--- src/rtl/rv32i_lsu_if.sv ---
`default_nettype none
// =============================================================================
// rv32i_lsu_if : core-side request/response and data-memory bus of the LSU
// Rev 1.0
// =============================================================================
interface rv32i_lsu_if;
  logic        core_req_valid;
  logic        core_req_we;
  logic [2:0]  core_req_funct3;
  logic [31:0] core_req_addr;
  logic [31:0] core_req_wdata;
  logic        core_stall;
  logic        core_rsp_valid;
  logic [31:0] core_rsp_rdata;
  logic        core_err;
  logic [1:0]  core_err_cause;
  logic        mem_req_valid;
  logic        mem_req_ready;
  logic [31:0] mem_addr;
  logic        mem_we;
  logic [3:0]  mem_be;
  logic [31:0] mem_wdata;
  logic        mem_rsp_valid;
  logic [31:0] mem_rdata;

  // LSU side
  modport slave (
    input  core_req_valid, core_req_we, core_req_funct3, core_req_addr, core_req_wdata,
    output core_stall, core_rsp_valid, core_rsp_rdata, core_err, core_err_cause,
    output mem_req_valid, mem_addr, mem_we, mem_be, mem_wdata,
    input  mem_req_ready, mem_rsp_valid, mem_rdata
  );

  // Core datapath and memory side
  modport master (
    output core_req_valid, core_req_we, core_req_funct3, core_req_addr, core_req_wdata,
    input  core_stall, core_rsp_valid, core_rsp_rdata, core_err, core_err_cause,
    input  mem_req_valid, mem_addr, mem_we, mem_be, mem_wdata,
    output mem_req_ready, mem_rsp_valid, mem_rdata
  );
endinterface
`default_nettype wire

--- src/rtl/rv32i_lsu.sv ---
`default_nettype none
// =============================================================================
// rv32i_lsu : RV32I load/store unit with lane steering, fault checks, bus timeout
// Rev 1.0
// =============================================================================
module rv32i_lsu #(
  parameter int TIMEOUT_CYCLES = 255
) (
  input  logic       clk,
  input  logic       reset_n,
  rv32i_lsu_if.slave bus
);

  typedef enum logic [1:0] {
    S_IDLE = 2'd0,
    S_REQ  = 2'd1,
    S_WAIT = 2'd2,
    S_DONE = 2'd3
  } state_t;

  localparam int                c_cnt_w    = $clog2(TIMEOUT_CYCLES + 1);
  localparam logic [c_cnt_w-1:0] c_cnt_last = c_cnt_w'(TIMEOUT_CYCLES - 1);

  state_t             r_state, w_next;
  logic [c_cnt_w-1:0] r_cnt;
  logic [2:0]         r_funct3;
  logic [1:0]         r_off;
  logic               r_we;
  logic [31:0]        r_rdata;
  logic               r_err;
  logic [1:0]         r_cause;
  logic               r_mem_req_valid;
  logic [31:0]        r_mem_addr;
  logic               r_mem_we;
  logic [3:0]         r_mem_be;
  logic [31:0]        r_mem_wdata;

  logic               w_illegal, w_misaligned, w_take_rsp, w_timeout;
  logic [1:0]         w_fault_cause;
  logic [3:0]         w_be;
  logic [31:0]        w_wdata, w_lane, w_load_data;

  // Illegal encoding outranks misalignment
  assign w_illegal = bus.core_req_we ? (bus.core_req_funct3 >= 3'b011)
                                     : (bus.core_req_funct3 == 3'b011 || bus.core_req_funct3[2:1] == 2'b11);
  assign w_misaligned = (bus.core_req_funct3[1:0] == 2'b01 && bus.core_req_addr[0]) ||
                        (bus.core_req_funct3[1:0] == 2'b10 && bus.core_req_addr[1:0] != 2'b00);
  assign w_fault_cause = w_illegal ? 2'b10 : (w_misaligned ? 2'b01 : 2'b00);

  always_comb begin
    w_be    = 4'b1111;
    w_wdata = bus.core_req_wdata;
    if (bus.core_req_we) begin
      case (bus.core_req_funct3[1:0])
        2'b00: begin
          w_be    = 4'b0001 << bus.core_req_addr[1:0];
          w_wdata = {4{bus.core_req_wdata[7:0]}};
        end
        2'b01: begin
          w_be    = bus.core_req_addr[1] ? 4'b1100 : 4'b0011;
          w_wdata = {2{bus.core_req_wdata[15:0]}};
        end
        default: ;
      endcase
    end
  end

  assign w_lane = bus.mem_rdata >> {r_off, 3'b000};

  always_comb begin
    case (r_funct3)
      3'b000:  w_load_data = {{24{w_lane[7]}}, w_lane[7:0]};
      3'b001:  w_load_data = {{16{w_lane[15]}}, w_lane[15:0]};
      3'b010:  w_load_data = bus.mem_rdata;
      3'b100:  w_load_data = {24'd0, w_lane[7:0]};
      3'b101:  w_load_data = {16'd0, w_lane[15:0]};
      default: w_load_data = 32'd0;
    endcase
  end

  always_ff @(posedge clk) begin
    if (!reset_n) r_state <= S_IDLE;
    else          r_state <= w_next;
  end

  // A response outranks an expiring counter in the same cycle
  always_comb begin
    w_next     = r_state;
    w_take_rsp = 1'b0;
    w_timeout  = 1'b0;
    case (r_state)
      S_IDLE: if (bus.core_req_valid) w_next = (w_fault_cause != 2'b00) ? S_DONE : S_REQ;
      S_REQ: begin
        if (bus.mem_req_ready && bus.mem_rsp_valid) begin
          w_take_rsp = 1'b1;
          w_next     = S_DONE;
        end else if (r_cnt == c_cnt_last) begin
          w_timeout = 1'b1;
          w_next    = S_DONE;
        end else if (bus.mem_req_ready) begin
          w_next = S_WAIT;
        end
      end
      S_WAIT: begin
        if (bus.mem_rsp_valid) begin
          w_take_rsp = 1'b1;
          w_next     = S_DONE;
        end else if (r_cnt == c_cnt_last) begin
          w_timeout = 1'b1;
          w_next    = S_DONE;
        end
      end
      default: w_next = S_IDLE;
    endcase
  end

  always_ff @(posedge clk) begin
    if (!reset_n) begin
      r_cnt           <= '0;
      r_funct3        <= 3'd0;
      r_off           <= 2'd0;
      r_we            <= 1'b0;
      r_rdata         <= 32'd0;
      r_err           <= 1'b0;
      r_cause         <= 2'b00;
      r_mem_req_valid <= 1'b0;
      r_mem_addr      <= 32'd0;
      r_mem_we        <= 1'b0;
      r_mem_be        <= 4'd0;
      r_mem_wdata     <= 32'd0;
    end else begin
      case (r_state)
        S_IDLE: begin
          r_cnt <= '0;
          if (bus.core_req_valid) begin
            r_rdata <= 32'd0;
            r_err   <= (w_fault_cause != 2'b00);
            r_cause <= w_fault_cause;
            if (w_fault_cause == 2'b00) begin
              r_funct3        <= bus.core_req_funct3;
              r_off           <= bus.core_req_addr[1:0];
              r_we            <= bus.core_req_we;
              r_mem_req_valid <= 1'b1;
              r_mem_addr      <= {bus.core_req_addr[31:2], 2'b00};
              r_mem_we        <= bus.core_req_we;
              r_mem_be        <= w_be;
              r_mem_wdata     <= w_wdata;
            end
          end
        end
        S_REQ, S_WAIT: begin
          r_cnt <= r_cnt + 1'b1;
          if (w_next != S_REQ) r_mem_req_valid <= 1'b0;
          if (w_take_rsp && !r_we) r_rdata <= w_load_data;
          if (w_timeout) begin
            r_err   <= 1'b1;
            r_cause <= 2'b11;
          end
        end
        default: ;
      endcase
    end
  end

  assign bus.core_stall     = (r_state == S_IDLE && bus.core_req_valid) ||
                              r_state == S_REQ || r_state == S_WAIT;
  assign bus.core_rsp_valid = (r_state == S_DONE);
  assign bus.core_rsp_rdata = (r_state == S_DONE) ? r_rdata : 32'd0;
  assign bus.core_err       = (r_state == S_DONE) && r_err;
  assign bus.core_err_cause = (r_state == S_DONE) ? r_cause : 2'b00;
  assign bus.mem_req_valid  = r_mem_req_valid;
  assign bus.mem_addr       = r_mem_addr;
  assign bus.mem_we         = r_mem_we;
  assign bus.mem_be         = r_mem_be;
  assign bus.mem_wdata      = r_mem_wdata;

endmodule
`default_nettype wire

--- src/flat_wrapper.sv ---
// flat-port wrapper written by rule: the top's interface ports become plain ports
module rv32i_lsu_flat 
#(
  parameter int TIMEOUT_CYCLES = 255
)
  (clk, reset_n, bus_core_req_valid, bus_core_req_we, bus_core_req_funct3, bus_core_req_addr, bus_core_req_wdata, bus_core_stall, bus_core_rsp_valid, bus_core_rsp_rdata, bus_core_err, bus_core_err_cause, bus_mem_req_valid, bus_mem_addr, bus_mem_we, bus_mem_be, bus_mem_wdata, bus_mem_req_ready, bus_mem_rsp_valid, bus_mem_rdata);
  rv32i_lsu_if bus_i ();
  input  logic clk;
  input  logic reset_n;
  input wire logic [$bits(bus_i.core_req_valid)-1:0] bus_core_req_valid;
  input wire logic [$bits(bus_i.core_req_we)-1:0] bus_core_req_we;
  input wire logic [$bits(bus_i.core_req_funct3)-1:0] bus_core_req_funct3;
  input wire logic [$bits(bus_i.core_req_addr)-1:0] bus_core_req_addr;
  input wire logic [$bits(bus_i.core_req_wdata)-1:0] bus_core_req_wdata;
  output wire logic [$bits(bus_i.core_stall)-1:0] bus_core_stall;
  output wire logic [$bits(bus_i.core_rsp_valid)-1:0] bus_core_rsp_valid;
  output wire logic [$bits(bus_i.core_rsp_rdata)-1:0] bus_core_rsp_rdata;
  output wire logic [$bits(bus_i.core_err)-1:0] bus_core_err;
  output wire logic [$bits(bus_i.core_err_cause)-1:0] bus_core_err_cause;
  output wire logic [$bits(bus_i.mem_req_valid)-1:0] bus_mem_req_valid;
  output wire logic [$bits(bus_i.mem_addr)-1:0] bus_mem_addr;
  output wire logic [$bits(bus_i.mem_we)-1:0] bus_mem_we;
  output wire logic [$bits(bus_i.mem_be)-1:0] bus_mem_be;
  output wire logic [$bits(bus_i.mem_wdata)-1:0] bus_mem_wdata;
  input wire logic [$bits(bus_i.mem_req_ready)-1:0] bus_mem_req_ready;
  input wire logic [$bits(bus_i.mem_rsp_valid)-1:0] bus_mem_rsp_valid;
  input wire logic [$bits(bus_i.mem_rdata)-1:0] bus_mem_rdata;
  assign bus_i.core_req_valid = bus_core_req_valid;
  assign bus_i.core_req_we = bus_core_req_we;
  assign bus_i.core_req_funct3 = bus_core_req_funct3;
  assign bus_i.core_req_addr = bus_core_req_addr;
  assign bus_i.core_req_wdata = bus_core_req_wdata;
  assign bus_core_stall = bus_i.core_stall;
  assign bus_core_rsp_valid = bus_i.core_rsp_valid;
  assign bus_core_rsp_rdata = bus_i.core_rsp_rdata;
  assign bus_core_err = bus_i.core_err;
  assign bus_core_err_cause = bus_i.core_err_cause;
  assign bus_mem_req_valid = bus_i.mem_req_valid;
  assign bus_mem_addr = bus_i.mem_addr;
  assign bus_mem_we = bus_i.mem_we;
  assign bus_mem_be = bus_i.mem_be;
  assign bus_mem_wdata = bus_i.mem_wdata;
  assign bus_i.mem_req_ready = bus_mem_req_ready;
  assign bus_i.mem_rsp_valid = bus_mem_rsp_valid;
  assign bus_i.mem_rdata = bus_mem_rdata;
  rv32i_lsu #(.TIMEOUT_CYCLES(TIMEOUT_CYCLES)) u_core (.clk(clk), .reset_n(reset_n), .bus(bus_i));
endmodule
--- config.mk ---
export PLATFORM = sky130hd
export DESIGN_NAME = rv32i_lsu_flat
export DESIGN_NICKNAME = d
export VERILOG_FILES = /design/src/rtl/rv32i_lsu_if.sv /design/src/rtl/rv32i_lsu.sv /design/src/flat_wrapper.sv
export SDC_FILE = /design/constraint.sdc
export NUM_CORES = 1
export LEC_CHECK = 0
export ABC_CLOCK_PERIOD_IN_PS = 1800
export BUFFER_PORTS_ARGS = -buffer_cell sky130_fd_sc_hd__buf_2
export CAP_MARGIN = 20
export CORE_ASPECT_RATIO = 1.25
export CORE_MARGIN = 5
export CORE_UTILIZATION = 44
export CTS_BUF_LIST = sky130_fd_sc_hd__clkbuf_8 sky130_fd_sc_hd__clkbuf_16
export DETAILED_ROUTE_END_ITERATION = 12
export GPL_ROUTABILITY_DRIVEN = 1
export PLACE_DENSITY = 0.78
export SKIP_CTS_REPAIR_TIMING = 1
export SYNTH_ARGS = -nofsm -noshare
export SYNTH_HDL_FRONTEND = slang
export SYNTH_SLANG_ARGS = --single-unit
--- constraint.sdc ---
create_clock -name clk -period 1.8 [get_ports clk]
set_input_delay 0.18 -clock clk [delete_from_list [all_inputs] [get_ports clk]]
set_output_delay 0.18 -clock clk [all_outputs]
set_load 0.03 [all_outputs]
After elaboration in Yosys (flattened, before gate mapping)
Cells that the tools add are included.
- register bits: 118
- input bits: 105
- output and inout port bits: 107
- logic and storage cells: 97
- add/sub/neg operators: 1
- $lt $le $gt $ge: 1
- eq/ne operators: 18
- shifts and indexed selects: 2
- muxes and demuxes: 40
- reductions and logical operators: 23
- operator list (operator ; number):
    $pmux W32 S5 ; 1
    $mux W32 ; 4
    $pmux W32 S2 ; 2
    $shr A32 B5 Y16 ; 1
    $mux W2 ; 11
    $pmux W8 S2 ; 1
    $mux W1 ; 12
    $ne A2 B1 Y1 const B ; 5
    $reduce_and A3 Y1 ; 3
    $add A8 B1 Y8 const B ; 1
    $eq A2 B2 Y1 const B ; 4
    $eq A8 B8 Y1 const B ; 1
    $mux W4 ; 2
    $pmux W1 S2 ; 4
    $pmux W4 S2 ; 1
    $eq A3 B2 Y1 const B ; 2
    $eq A3 B3 Y1 const B ; 2
    $logic_and A1 B1 Y1 ; 6
    $logic_not A2 Y1 ; 3
    $pmux W2 S3 ; 1
    $reduce_bool A2 Y1 ; 3
    $eq A2 B1 Y1 const B ; 2
    $logic_or A1 B1 Y1 ; 4
    $pmux W2 S2 ; 1
    other kinds (8) ; 8

Longest topological paths before layout
Gate-level depths: netlist (run 1).
- word-level depth: 12
- mapped depth: 8
- gate-level depth less buffers: 7

Least setup slack after synthesis (run 1)
No wires, ideal clock.
- kind: reg2reg
- from: register u_core.r_state[0]
- to: register u_core.r_rdata[22]
- arrival: 1.902 ns
- required time: 1.742 ns
- path slack: -0.160 ns
- cell stages (with the launch flop): 8
- clock period less this slack: 1.960 ns
- cells stage by stage: dfxtp_1 inv_1 ha_1 and3b_1 o2111a_1 nor4b_4 buf_6 a221o_2
- word-level cells in the longest chain between the ends: 5
- elaborated cells on any way between the ends: 11
- those cells by class: eq/ne: 4; mux: 2; reduce/logical: 5
- RTL lines (what ; line ; RTL):
    start, declared ; rv32i_lsu.sv:24 ; state_t r_state, w_next;
    start signal, assigned ; rv32i_lsu.sv:83 ; else r_state <= w_next;
    $eq A2 B2 Y1 / $eq A2 B1 Y1 (equally long branches) ; rv32i_lsu.sv:91, rv32i_lsu.sv:132 ;
    $pmux W1 S2 ; rv32i_lsu.sv:91 ; case (r_state)
    $logic_and A1 B1 Y1 ; rv32i_lsu.sv:154 ; if (w_take_rsp && !r_we) r_rdata <= w_load_data;
    $ne A2 B1 Y1 (no line) ; -- ;
    $reduce_and A3 Y1 (no line) ; -- ;
    end signal, assigned ; rv32i_lsu.sv:154 ;
    end, declared ; rv32i_lsu.sv:29 ; logic [31:0] r_rdata;
Parallel ways exist; a longest one is shown, timed or not.
A chain may end at the register's enable or synchronous reset.

Worst setup path after layout (run 1)
- from: register u_core.r_state[0]
- to: register u_core.r_rdata[23]
Same word-level chain as after synthesis.

==> results of run 1 <==
-- worst max-delay path: cells and delay by family (launching register included) --
family / cells / cell delay [ns]
compound gates: 1 / 0.39
flops: 1 / 0.36
buf+inv: 2 / 0.23
simple gates: 4 / 0.54
fa+ha+maj: 1 / 0.19
-- worst max path at each step --
stage | to | slack, ns | from | cells past startpoint
3_5_place_dp | u_core.r_rdata[26]$_SDFFE_PN0P_ | -0.35 | u_core.r_off[0]$_SDFFE_PN0P_ | 4
6_report | u_core.r_rdata[23]$_SDFFE_PN0P_ | -0.03 | u_core.r_state[0]$_SDFF_PN0_ | 8
3_3_place_gp | u_core.r_rdata[28]$_SDFFE_PN0P_ | -0.27 | u_core.r_off[0]$_SDFFE_PN0P_ | 4
5_1_grt | u_core.r_rdata[16]$_SDFFE_PN0P_ | -0.14 | u_core.r_state[0]$_SDFF_PN0_ | 8
4_1_cts | u_core.r_rdata[23]$_SDFFE_PN0P_ | -0.36 | u_core.r_off[0]$_SDFFE_PN0P_ | 4
2_1_floorplan | u_core.r_rdata[22]$_SDFFE_PN0P_ | 0.005 | u_core.r_state[1]$_SDFF_PN0_ | 7
-- metal layers --
layer	wire length, um	GRT usage (%)
met5	0	0
met4	878	10.2
met3	1510	6.99
met2	9320	38.7
met1	6850	24.1
-- kinds of logic (layout without fill, tap and decap cells) --
logic type | after synthesis | after routing
XOR/XNOR | 7 | 7
flip-flops | 118 | 118
multiplexers | 36 | 36
adder cells (fa/ha/maj) | 8 | 8
other | 1 | 3
AND/OR/NAND/NOR | 261 | 261
buffers and inverters | 62 | 300
AO/OA/AOI/OAI | 171 | 171
-- state kept, by name (all words and copies together), names as in the netlist --
register and flops:
u_core.bus.mem_req_valid 1, u_core.r_funct3 3, u_core.bus.mem_be 4, u_core.bus.mem_addr 30, u_core.bus.mem_wdata 32, u_core.r_cnt 8
u_core.bus.mem_we 1, u_core.r_off 2, u_core.r_state 2, u_core.r_rdata 32, u_core.r_cause 2, u_core.r_err 1
-- power groups by stage --
| stage | clock network (mW) | logic (mW) | registers [mW] |
|---|---|---|---|
| 2_1_floorplan | 0 | 1.23 | 3.34 |
| 6_report | 3.62 | 2.69 | 3.02 |
| 5_1_grt | 3.80 | 2.90 | 3.05 |
| 4_1_cts | 3.68 | 2.44 | 3.02 |
| 3_5_place_dp | 0 | 2.43 | 3.07 |
| 3_3_place_gp | 0 | 2.39 | 3.07 |
-- layout by cell type, fill, tap and decap left out, types with 8 or more instances in the layout --
cell / count
dfxtp_1: 115
o211ai_1: 18
and2_1: 33
nand2_1: 128
a22o_1: 14
buf_2: 173
buf_4: 38
mux2i_1: 27
nor2_1: 40
buf_6: 37
o21ai_0: 11
a21oi_1: 67
and3_1: 16
a221o_2: 10
mux4_2: 9
a22oi_1: 8
buf_12: 8
a32oi_1: 8
a211oi_1: 9
clkbuf_16: 19
-- area by class of cell --
class	count	area [um^2]	share of cell area, %
antenna	1	2.50	0.0306
tap	168	210	2.57
timing repair buffer	261	1810	22.1
clock inverter	15	205	2.51
inverter	7	28.8	0.352
clock buffer	17	425	5.20
multi-input combinational	485	3140	38.4
sequential	118	2370	28.9
-- metrics by stage --
stage               hold WS [ns]  instances  worst slack [ns]
floorplan                  0.313        665           0.00513
global placement           0.421       1026            -0.267
detailed placement         0.426       1026            -0.350
CTS                      -0.0152       1058            -0.357
global route             0.00174       1072            -0.141
finish                  -0.00218       1072           -0.0349
==> metrics.txt, run 1 <==
DP Area=0.00713 mm^2; die height=137 um; Slowest-stage cell, CP=a221o_2; FILL cells=1085; CTS tree=built; Area growth syn-to-layout=44.2%; Site Rows=46; Hold Slack=-0.00218 ns; synthesized area=0.00568 mm^2; final design instance area without fill=0.00819 mm^2; Slew Viols, Final=0; clk_lat worst skew=0.41 ns; Overflow after GRT=0; min-delay src=bus_core_req_addr[25]; Die ar.=0.0153 mm^2; vias in the first global route=5522; Post-synth EDFFs=0; Crit Path Class=reg2reg; NetSw=3.11 mW; startpoint types=register; wire per inst=17.3 um; Avg Cell Area, Syn=8.55 um^2; Adder-Cell Fraction of Synth Area=1.76%; power per standard cell area=1140 mW/mm^2; internal power=6.23 mW; commonest cells in the synthesized netlist=nand2_1 (131), dfxtp_1 (118), a21oi_1 (67); Initial Util=44.8%; TritonCTS Buffers=17; Distinct cells, synth=51; Leak=3.61 nW; total power=9.34 mW; DRT Wirelength=18.6 mm; Max Clock Skew=0.00920 ns; max frequency=0.545 GHz; RR Startpoint=u_core.r_state[0]$_SDFF_PN0_; Post-Route Utilization=64.6%; Seq/Total Area, Yosys=41.6%; die width=112 um; hold crit path type=in2reg; final setup violation count=30; Worst Hold End=u_core.bus.mem_addr[25]$_SDFFE_PN0P_; overall routing resource usage=22.0%; failing checks=hold timing, setup timing; Max Cap Viol=0; Critical Path Sink Type=register; Logic pwr share=28.8%; initial antenna violation count=1; nets@finish=1003; status=finished with violations; combinational family with the most area after synthesis=simple AND/OR/NAND/NOR gates; Setup TNS=-0.424 ns; register bit total from synthesis=118; most common cell in the netlist=nand2_1; crit-path max cell delay=0.39 ns; compound-gate portion of the synthesized area=21.0%; final period utilization=102%; drc violations=0; total of warnings raised by yosys=0; 1st-pass router iterations=5; crit path time final=1.83 ns; vias per cell=5.49; Max Root-Sink Buffers=2; Area contributors post-synth=dfxtp_1 (42%), nand2_1 (8.7%), a21oi_1 (5.9%), mux2i_1 (4.8%), and2_1 (4.1%); I/O pins=212; area share of the largest cell type after synthesis=41.6%; Max rail drop VDD=779 uV; clock root buffer=clkbuf_16; Synth Area in Simple Gates=21.4%; DR vias=5884; Final ANT Viol Nets=0; buffers added on ports=209; crit path DAT=2.13 ns; Core ar.=0.0127 mm^2; share of cells above drive strength 1=37.8%; sw frac=33.3%; r2r setup slk=-0.03 ns; area leader, netlist=dfxtp_1; count of clock tree sinks=118; first-pass GRT wire length=27.1 mm; async set-reset flop share out of synthesis=0%; Req. time, crit path=2.09 ns; RSZ-0062 raised after global routing=true; initial DRC count=348; sequential power share=32.4%; Syn Inst Count=664; Clk pwr share=38.8%; RR Endpoint=u_core.r_rdata[23]$_SDFFE_PN0P_; largest net degree at the start of global routing=83; Hold Violations, Final=1; CP max FO=23; mux contribution to synthesized area=8.33%; final estimated routing congestion in global placement=0.895; Clock transition at path regs=0.06 ns; PnR worst setup slack=-0.0349 ns; Post-synth top flop=dfxtp_1; H-tree Lvls=4; post-DP HPWL=12.7 mm; Hold Path Depth=3; post-synthesis xor/xnor area fraction=1.08%; Reg2Reg Depth=8; CP Cell Sequence=inv_4 -> ha_2 -> nor2_1 -> nor3b_2 -> and2_4 -> nor3_2 -> buf_12 -> a221o_2
No activity file was read; power rests on OpenSTA's default activity.
==> run 2, diff against run 1 <==
CTS_CLUSTER_SIZE = 25   (was not set)
PLACE_DENSITY = not set   (was 0.78)
PLACE_DENSITY_LB_ADDON = 0.15   (was not set)
==> run 2 against run 1 <==
- the flow finishes with violations (setup timing)
- clock skew about the same
- sequential power is essentially flat
- non-clock buffer count shrank 14
- hold slack better by 0.020 ns
- clock power decreased by 11%
- sequential share of layout area increased by 0.93 points
- total power shrank 6.4%
- flip-flop and latch count is the same
- final cell count shrank 1.4%
- wire length is 4.8% lower
- cell area is 3.0% lower
- register-to-register slack gained 0.02 ns
- critical endpoint is now u_core.r_rdata[30]$_SDFFE_PN0P_
- largest power group unchanged
- highest routed layer unchanged
==> metrics.txt, run 2 (synthesis gave the netlist of run 1 again) <==
status=finished with violations (unchanged); failing checks=setup timing (was hold timing, setup timing); I/O pins=212 (unchanged); DRT Wirelength=17.7 mm (was 18.6 mm); wire per inst=16.7 um (was 17.3 um); Leak=3.50 nW (was 3.61 nW); vias per cell=5.44 (was 5.49); CTS tree=built (unchanged); Clock transition at path regs=0.06 ns (about the same); post-DP HPWL=12.8 mm (was 12.7 mm); register area=0.00237 mm^2 (about the same); hold crit path type=in2reg (unchanged); initial DRC count=313 (was 348); clock root buffer=clkbuf_16 (unchanged); clk_lat worst skew=0.40 ns (was 0.41 ns); Final ANT Viol Nets=0 (unchanged); Overflow after GRT=0 (unchanged); Setup TNS=-0.0899 ns (was -0.424 ns); final estimated routing congestion in global placement=0.942 (was 0.895); crit path time final=1.82 ns (was 1.83 ns); startpoint types=register (unchanged); max frequency=0.550 GHz (was 0.545 GHz); first-pass GRT wire length=27.2 mm (was 27.1 mm); Post-Route Utilization=62.7% (was 64.6%); CP max FO=16 (was 23); buffers added on ports=209 (unchanged); Max rail drop VDD=647 uV (was 779 uV); min-delay src=bus_core_req_addr[28] (was bus_core_req_addr[25]); Core ar.=0.0127 mm^2 (unchanged); TritonCTS Buffers=17 (unchanged); power per standard cell area=1100 mW/mm^2 (was 1140 mW/mm^2); Initial Util=44.8% (unchanged); PnR worst setup slack=-0.0166 ns (was -0.0349 ns); Hold Slack=0.0179 ns (was -0.00218 ns); Slowest-stage cell, CP=dfxtp_4 (was a221o_2); Slew Viols, Final=0 (unchanged); 1st-pass router iterations=5 (unchanged); crit path launch=u_core.r_state[1]$_SDFF_PN0_ (was u_core.r_state[0]$_SDFF_PN0_); share of cells above drive strength 1=36.3% (was 37.8%); Req. time, crit path=2.08 ns (was 2.09 ns); Reg2Reg Depth=8 (unchanged); DR vias=5751 (was 5884); Multi-input gate area=0.00313 mm^2 (was 0.00314 mm^2); Area growth syn-to-layout=39.8% (was 44.2%); nets@finish=989 (was 1003); count of clock tree sinks=118 (unchanged); final setup violation count=10 (was 30); vias in the first global route=5442 (was 5522); r2r setup slk=-0.02 ns (was -0.03 ns); crit-path max cell delay=0.36 ns (was 0.39 ns); Die ar.=0.0153 mm^2 (unchanged); largest net degree at the start of global routing=83 (unchanged); commonest non-fill, non-tap cell in the layout=buf_2 (unchanged); Site Rows=46 (unchanged); Hold Violations, Final=0 (was 1); initial antenna violation count=0 (was 1); final period utilization=101% (was 102%); Worst Hold End=u_core.bus.mem_addr[28]$_SDFFE_PN0P_ (was u_core.bus.mem_addr[25]$_SDFFE_PN0P_); drc violations=0 (unchanged); Max Clock Skew=0.00905 ns (was 0.00920 ns); final design instance area without fill=0.00794 mm^2 (was 0.00819 mm^2); Max Root-Sink Buffers=2 (unchanged); die width=112 um (unchanged); overall routing resource usage=21.6% (was 22.0%); H-tree Lvls=4 (unchanged); most frequent cells in the layout=buf_2 (177), nand2_1 (130), dfxtp_1 (115) (was buf_2 (173), nand2_1 (128), dfxtp_1 (115)); RR Startpoint=u_core.r_state[1]$_SDFF_PN0_ (was u_core.r_state[0]$_SDFF_PN0_); CP Cell Sequence=inv_2 -> ha_4 -> nor2_2 -> and3b_2 -> o2111a_2 -> nor4b_4 -> buf_12 -> a221o_2 (was inv_4 -> ha_2 -> nor2_1 -> nor3b_2 -> and2_4 -> nor3_2 -> buf_12 -> a221o_2); die height=137 um (unchanged); FILL cells=1100 (was 1085); Max Cap Viol=0 (unchanged); DP Area=0.00711 mm^2 (was 0.00713 mm^2); Hold Path Depth=3 (unchanged); crit path DAT=2.10 ns (was 2.13 ns); Crit Path Class=reg2reg (unchanged); RSZ-0062 raised after global routing=true (unchanged); Critical Path Sink Type=register (unchanged); RR Endpoint=u_core.r_rdata[30]$_SDFFE_PN0P_ (was u_core.r_rdata[23]$_SDFFE_PN0P_); # diodes=0 (was 1)
## run 2: cell count changes in the layout (fill, tap and decap cells not counted), sizes merged
cell | before | now
buf | 256 | 244
dlygate4sd3 | 2 | 0
bufinv | 3 | 2
clkinv | 3 | 8
diode | 1 | 0
inv | 16 | 9
clkinvlp | 0 | 3
## run 2: area by class of cell
type	count	area share, %
clock inverters	15	1.78
clock buffers	17	5.36
well taps	168	2.65
multi-input cells	485	39.5
repair buffers	247	20.5
flip-flops and latches	118	29.9
inverters	7	0.363
## run 2: metal layers
| metal | track usage, % | routed length [um] |
|---|---|---|
| met3 | 7.70 | 1480 |
| met5 | 0 | 0 |
| met2 | 37.9 | 8940 |
| met1 | 24.9 | 6940 |
| met4 | 6.15 | 317 |
## run 2: worst max path at each step
stage / slack, ns / end
after floorplan: 0.005 / u_core.r_rdata[22]$_SDFFE_PN0P_
after global placement: 0.01 / u_core.r_rdata[30]$_SDFFE_PN0P_
after detailed placement: -0.03 / u_core.r_rdata[30]$_SDFFE_PN0P_
after CTS: -0.09 / bus_core_rsp_rdata[10]
after global routing: -0.09 / u_core.r_rdata[25]$_SDFFE_PN0P_
final: -0.02 / u_core.r_rdata[30]$_SDFFE_PN0P_
## run 2: through the flow
stage	std cells	total power, mW	setup slack [ns]
CTS	1052	8.68	-0.0935
finish	1057	8.73	-0.0166
global placement	1020	5.38	0.0140
floorplan	665	4.57	0.00513
detailed placement	1020	5.45	-0.0310
global route	1057	9.16	-0.0861
## run 2: where the power goes
part	total, mW	switching (mW)	internal [mW]
sequential	3.03	0.160	2.87
combinational	2.49	1.49	0.997
clock	3.21	1.20	2.02
## run 2: worst max-delay path: cells and delay by family, from the launching register on
family | cells | cell delay [ns]
compound gates | 2 | 0.44
flops | 1 | 0.36
buf+inv | 2 | 0.21
simple gates | 3 | 0.52
fa+ha+maj | 1 | 0.16
==> run 3, diff against run 2 <==
HOLD_SLACK_MARGIN = 0.03   (was not set)
==> run 3 against run 2 <==
- sequential power barely moved
- clock skew rose by 0.00084 ns
- cell area rose by 2.9%
- first-iteration DRC count fell by 11%
- the run still ends with setup timing left
- wire length rose by 2.5%
- die area did not move
- flip-flop and latch count did not move
- hold slack improved by 0.0037 ns
- setup slack got worse by 0.0017 ns
==> metrics.txt, run 3 (synthesis gave the netlist of run 1 again) <==
status=finished with violations (unchanged); failing checks=setup timing (unchanged); TritonCTS Buffers=17 (unchanged); clk_lat worst skew=0.40 ns (about the same); I/O pins=212 (unchanged); vias per cell=5.43 (was 5.44); DP Area=0.00711 mm^2 (unchanged); Clock transition at path regs=0.05 ns (was 0.06 ns); Multi-input gate area=0.00313 mm^2 (unchanged); hold crit path type=in2reg (unchanged); final design instance area without fill=0.00817 mm^2 (was 0.00794 mm^2); GRT met2 Usage=37.9% (unchanged); initial DRC count=280 (was 313); Area growth syn-to-layout=43.9% (was 39.8%); Site Rows=46 (unchanged); Final ANT Viol Nets=0 (unchanged); Max Clock Skew=0.00989 ns (was 0.00905 ns); DR vias=5865 (was 5751); Hold Slack=0.0216 ns (was 0.0179 ns); H-tree Lvls=4 (unchanged); max frequency=0.550 GHz (about the same); drc violations=0 (unchanged); Hold Violations, Final=0 (unchanged); Max Cap Viol=0 (unchanged); final period utilization=101% (about the same); count of clock tree sinks=118 (unchanged); GR Util met3=7.70% (unchanged); overall routing resource usage=21.6% (unchanged); Core ar.=0.0127 mm^2 (unchanged); final setup violation count=10 (unchanged); vias in the first global route=5442 (unchanged); Overflow after GRT=0 (unchanged); power per standard cell area=1080 mW/mm^2 (was 1100 mW/mm^2); buffers added on ports=209 (unchanged); Slew Viols, Final=0 (unchanged); crit path DAT=2.10 ns (about the same); # diodes=0 (unchanged); first-pass GRT wire length=27.2 mm (unchanged); Req. time, crit path=2.08 ns (about the same); die width=112 um (unchanged); crit path time final=1.82 ns (about the same); RSZ-0062 raised after global routing=true (unchanged); share of cells above drive strength 1=35.4% (was 36.3%); nets@finish=1012 (was 989); DRT Wirelength=18.1 mm (was 17.7 mm); most frequent cells in the layout=buf_2 (177), nand2_1 (130), dfxtp_1 (115) (unchanged); M1 GR Usage=24.9% (unchanged); PnR worst setup slack=-0.0182 ns (was -0.0166 ns); CP max FO=16 (unchanged); Leak=3.60 nW (was 3.50 nW); Initial Util=44.8% (unchanged); Max Root-Sink Buffers=2 (unchanged); Post-Route Utilization=64.5% (was 62.7%); largest net degree at the start of global routing=83 (unchanged); Max rail drop VDD=646 uV (was 647 uV); Die ar.=0.0153 mm^2 (unchanged); clock root buffer=clkbuf_16 (unchanged); register area=0.00237 mm^2 (unchanged); Crit Path Class=reg2reg (unchanged); 1st-pass router iterations=8 (was 5); startpoint types=register (unchanged); wire per inst=16.8 um (was 16.7 um); die height=137 um (unchanged); initial antenna violation count=0 (unchanged); final estimated routing congestion in global placement=0.942 (unchanged); Critical Path Sink Type=register (unchanged); CTS tree=built (unchanged); commonest non-fill, non-tap cell in the layout=buf_2 (unchanged); post-DP HPWL=12.8 mm (unchanged); grt peak-use layer=met2 (unchanged); FILL cells=1072 (was 1100)
[run 3: cell count changes in the layout (fill, tap and decap cells not counted)]
cell,change
dlygate4sd3_1,+23
[run 3: layout make-up]
class	instances	area share [%]
tap	168	2.57
timing repair buffer	270	22.7
multi-input combinational	485	38.4
inverter	7	0.352
clock buffer	17	5.21
sequential	118	29.0
clock inverter	15	1.73
[run 3: through the flow]
step | power, mW | worst slack [ns] | TNS (ns) | cells
after floorplan | 4.57 | 0.00513 | 0 | 665
after global placement | 5.38 | 0.0140 | 0 | 1020
after detailed placement | 5.45 | -0.0310 | -0.267 | 1020
after CTS | 8.68 | -0.0935 | -2.83 | 1052
after global routing | 9.20 | -0.0861 | -1.37 | 1080
final | 8.79 | -0.0182 | -0.111 | 1080
[run 3: final timing paths]
| check | start | end | slack [ns] | cells past startpoint |
|---|---|---|---|---|
| hold reg to reg | u_core.bus.mem_wdata[24]$_SDFFE_PN0P_ | u_core.bus.mem_wdata[24]$_SDFFE_PN0P_ | 0.45 | 2 |
| setup reg to reg | u_core.r_state[1]$_SDFF_PN0_ | u_core.r_rdata[23]$_SDFFE_PN0P_ | -0.02 | 8 |
| hold / removal | bus_core_req_addr[18] | u_core.bus.mem_addr[18]$_SDFFE_PN0P_ | 0.02 | 3 |
| setup / recovery | u_core.r_state[1]$_SDFF_PN0_ | u_core.r_rdata[23]$_SDFFE_PN0P_ | -0.02 | 8 |
[run 3: layer usage]
metal | share of wire [%] | vias up | wire (um)
met5 | 0 | - | 0
met4 | 2.1 | 0 | 374
met3 | 8.1 | 31 | 1470
met2 | 51 | 255 | 9160
met1 | 39 | 2759 | 7120
li1 | - | 2820 | -
[run 3: worst max-delay path, stage by stage (launching register included)]
cell	delay, ns
dfxtp_4	0.36
inv_2	0.06
ha_4	0.16
nor2_2	0.13
and3b_2	0.25
o2111a_2	0.15
nor4b_4	0.14
buf_12	0.15
a221o_2	0.29
[run 3: power breakdown]
group          switching [mW]  total, mW  internal, mW
clock                    1.20       3.22          2.02
combinational            1.50       2.53          1.03
sequential              0.160       3.03          2.87
total                    2.87       8.79          5.92
